[config.mk]
export PLATFORM = sky130hd
export DESIGN_NAME = deco4_16_sync
export DESIGN_NICKNAME = d
export VERILOG_FILES = /design/src/rtl/deco4_16_sync.sv
export SDC_FILE = /design/constraint.sdc
export NUM_CORES = 1
export LEC_CHECK = 0
export ABC_AREA = 1
export CAP_MARGIN = 20
export CORE_AREA = 2 2 39 41
export DETAILED_ROUTE_END_ITERATION = 10
export DIE_AREA = 0 0 41 43
export PLACE_DENSITY = 0.72
export REMOVE_ABC_BUFFERS = 1
export SLEW_MARGIN = 10
export SYNTH_ARGS = -nofsm -noshare
export SYNTH_HDL_FRONTEND = slang
export SYNTH_SLANG_ARGS = --single-unit
[constraint.sdc]
create_clock -name clk -period 1.15 [get_ports clk]
set_clock_uncertainty 0.1 [all_clocks]
set_input_delay 0.23 -clock clk [delete_from_list [all_inputs] [get_ports clk]]
set_output_delay 0.23 -clock clk [all_outputs]
set_load 0.005 [all_outputs]
[src/rtl/deco4_16_sync.sv]
// Registered 4-to-16 line decoder with enable, selectable output polarity and
// an optional combinational (unregistered) output path.
module deco4_16_sync #(
    parameter bit OUT_ACTIVE_LOW = 1'b0,
    parameter bit REGISTER_OUT   = 1'b1
) (
    input  logic        clk,
    input  logic        rst,
    output logic [15:0] y,
    input  logic [3:0]  d,
    input  logic        en,
    output logic        valid
);

    localparam logic [15:0] IDLE_Y = OUT_ACTIVE_LOW ? 16'hFFFF : 16'h0000;

    logic        next_valid;
    logic [15:0] next_hot;
    logic [15:0] next_y;
    logic        valid_q;
    logic [15:0] y_q;

    // Shared decode: rst forces the idle pattern so the combinational path
    // honours reset exactly like the registered one.
    always_comb begin
        next_valid = en & ~rst;
        next_hot   = 16'h0000;
        if (next_valid) begin
            next_hot = 16'h0001 << d;
        end
        next_y = OUT_ACTIVE_LOW ? ~next_hot : next_hot;
    end

    always_ff @(posedge clk) begin
        if (rst) begin
            valid_q <= 1'b0;
            y_q     <= IDLE_Y;
        end else begin
            valid_q <= next_valid;
            y_q     <= next_y;
        end
    end

    // valid is a plain qualifier on y (no handshake): high exactly when y
    // carries an enabled decode.
    assign y     = REGISTER_OUT ? y_q     : next_y;
    assign valid = REGISTER_OUT ? valid_q : next_valid;

endmodule

==> metrics.md <==
| Metric | Value |
|---|---|
| Count of standard-cell rows | 14 |
| Worst Path Buf+Inv | 1 |
| Ant. Diodes | 0 |
| Kind of path behind the tightest hold check | input port to flop |
| Leak pwr | approximately 0.00032 uW |
| Power density over cell area | 1421 nW/um2 |
| Instance area at placement | ~740 um2 |
| Max-slew violation total from the final report | 0 |
| Sequential cell area fraction in the yosys report | 69.74% |
| Dominant cells by area after synthesis | sky130_fd_sc_hd__dfxtp_1 (70%), sky130_fd_sc_hd__nor2_1 (14%), sky130_fd_sc_hd__nand3_1 (6.2%) |
| Most used flip-flop cell after synthesis | sky130_fd_sc_hd__dfxtp_1 |
| Post-CTS Hold Buffers | 0 |
| DR vias/cell | around 4.2 |
| Syn Inst Count | slightly above 50 |
| Routed WL per cell | around 9.9 um |
| CP delay by family, top | flip-flops |
| Largest buffer count on any clock path | 2 |
| Share of cells above drive strength 1 | 38.46% |
| Setup crit end kind | output port |
| Most numerous cell in the Yosys netlist | sky130_fd_sc_hd__nor2_1 |
| Min-Delay Endpoint | valid |
| Cell type with the highest aggregate area in the netlist | sky130_fd_sc_hd__dfxtp_1 |
| Share of Yosys cell area claimed by the top area cell type | 69.74% |
| Fin Setup TNS | 0 ns |
| Maximum number of pins on one net before global-route repair | 10 |
| Most common library cells after synthesis | sky130_fd_sc_hd__nor2_1 (18), sky130_fd_sc_hd__dfxtp_1 (17), sky130_fd_sc_hd__nand3_1 (6) |
| Post-CTS Repair Setup Buffers | 0 |
| Clock H-tree levels | 1 |
| CP Cell Sequence | buf_2 |
| Initial standard-cell utilization of the core | 35.26% |
| Quantity of I/O buffers inserted on ports | 23 |
| Slew at the pin with the worst max-slew slack | about 0.22 ns |
| Required time at the worst-slack endpoint | roughly 0.82 ns |
| Post-CTS clock slew at the launch and capture registers of the worst setup and hold paths | approximately 0.09 ns |
| Die area | approximately 1800 um2 |
| Maximum vdd drop | 0.5270 mV |
| Finish-stage setup viols | 0 |
| Number of DRC violations after detailed-routing iteration 0 | 8 |
| Worst Path Arrival | 0.72 ns |
| CTS tree | yes |
| Die outline width | 41 um |
| DRC violations left | 0 |
| Area added between synthesis and finish | 40.51% |
| Overall routing resource usage | 13.30% |
| Fraction of registers with async set or reset after synthesis | 0% |
| Outcome | finished clean |
| Period utilization | around nine tenths |
| Number of maximum-capacitance constraint violations | 0 |
| Overflow left after global routing | 0 |
| Origin of the worst min-delay path | rst |
| Detailed-route via count | between 300 and 400 |
| Root cell of the clock tree | sky130_fd_sc_hd__clkbuf_4 |
| Number of enable-type register cells in the synthesized netlist | 0 |
| Detail Route Antenna Nets | 0 |
| # fillers | about 150 |
| Worst Setup Start Kind | flop |
| Slowest cell on the critical path | sky130_fd_sc_hd__dfxtp_2 |
| Max Clock Freq | 953.7 MHz |
| Post-layout nets | between 80 and 90 |
| Critical path's largest stage delay | around 0.32 ns |
| Sink Count | 17 |
| Setup repair after global routing missed its margin | false |
| Initial DRT Pass Iterations | 2 |
| Fin area | 685.7 um2 |
| Cell area after synthesis | about 500 um2 |
| Half-perimeter wire length after detailed placement | 672.5 um |
| Minimum period implied by the final worst setup slack | around 1.0 ns |
| Hold Violations, Final | 0 |
| Number of global-route vias before repair | about 360 |
| Core region area | ~1400 um2 |
| Remaining max-slew budget at the tightest pin | between 80 and 90% |
| Final weighted congestion of routability-driven global placement | 0.7087 |
| Top Ports | 24 |
| Post-synthesis register bit count | 17 |
| Classification of the worst setup path | flop to output port |
| Worst hold path cell count | 2 |
| Clock buffer count from CTS | 3 |
| Count of synthesis-stage warnings from yosys | 0 |
| Aggregate routed wire length | 933 um |
| Die span in y | roughly 43 um |
| Yosys cell types | 7 |
| Global-route wire length before repair | 1476 um |
| Antenna violations before repair | 0 |
| Post-Syn Area per Cell | ~9.6 um2 |
| Highest fanout seen on the critical path | 1 |
## worst max-delay path by stage
| stage | start | endpoint | cells after the start |
|---|---|---|---|
| after floorplan | d[3] | y[2] | 3 |
| after global placement | en | y[14] | 3 |
| after detailed placement | d[2] | y[2] | 4 |
| after CTS | y[0] | y[0] | 1 |
| after global routing | y[11] | y[11] | 1 |
| final | y[10] | y[10] | 1 |
## metal layers
layer | vias up | wire (um) | track usage, %
li1 | 209 | - | -
met1 | 167 | 399 | 16.33
met2 | 18 | 394 | 16.25
met3 | 5 | 99 | 6.283
met4 | 0 | 40 | 12.00
met5 | - | 0 | 0
## layout make-up
class                   instances  area (um2)  share of cell area, %
clock buffers                   4       26.28                  3.832
inverters                       6       22.52                  3.285
multi-input cells              28       125.1                  18.25
flip-flops and latches         17       346.6                  50.55
well taps                      16       20.02                  2.920
repair buffers                 23       145.1                  21.17
## placed cells by master, fill, tap and decap left out, drive strengths merged
cell | synthesis | routed
clkbuf | 0 | 20
nor2 | 18 | 18
dfxtp | 17 | 17
nand3 | 8 | 8
clkdlybuf4s50 | 0 | 6
inv | 6 | 6
nand2 | 2 | 2
buf | 0 | 1
## metrics by stage
stage | setup WS (ns) | cells | utilization, % | hold slack (ns) | power (uW)
after floorplan | 0.4818 | 51 | - | 0.2012 | 636.9
after global placement | -0.1099 | 90 | 53.35 | 0.7001 | 684.4
after detailed placement | -0.1368 | 90 | 53.35 | 0.7114 | 686.1
after CTS | 0.0004042 | 94 | 55.52 | 0.4054 | 990.9
after global routing | 0.04620 | 94 | 49.55 | 0.4154 | 1026
final | 0.1015 | 94 | 49.55 | 0.4082 | 974.6
## report_power, final
part | leakage, uW | total (uW) | switching (uW) | internal (uW)
registers | 0.000140 | 598 | 1.63 | 596
logic | 0.000164 | 68.1 | 36.6 | 31.5
clock network | 0.0000150 | 309 | 174 | 135
## sequential cells by signal (all words and copies together) (netlist names)
signal	count
valid	1
y	16
## logic make-up (layout without fill, tap and decap cells)
logic type | count (synthesis) | count (layout) | share of synthesized area, %
buffers and inverters | 6 | 33 | 4.615
DFF | 17 | 17 | 69.74
and+or+nand+nor | 28 | 28 | 25.64
## repair_timing
action,in CTS,in global routing
pin swaps,0,0
setup endpoints to repair,17,17
gates resized for setup,37,20
No activity file was read; power rests on OpenSTA's default activity.
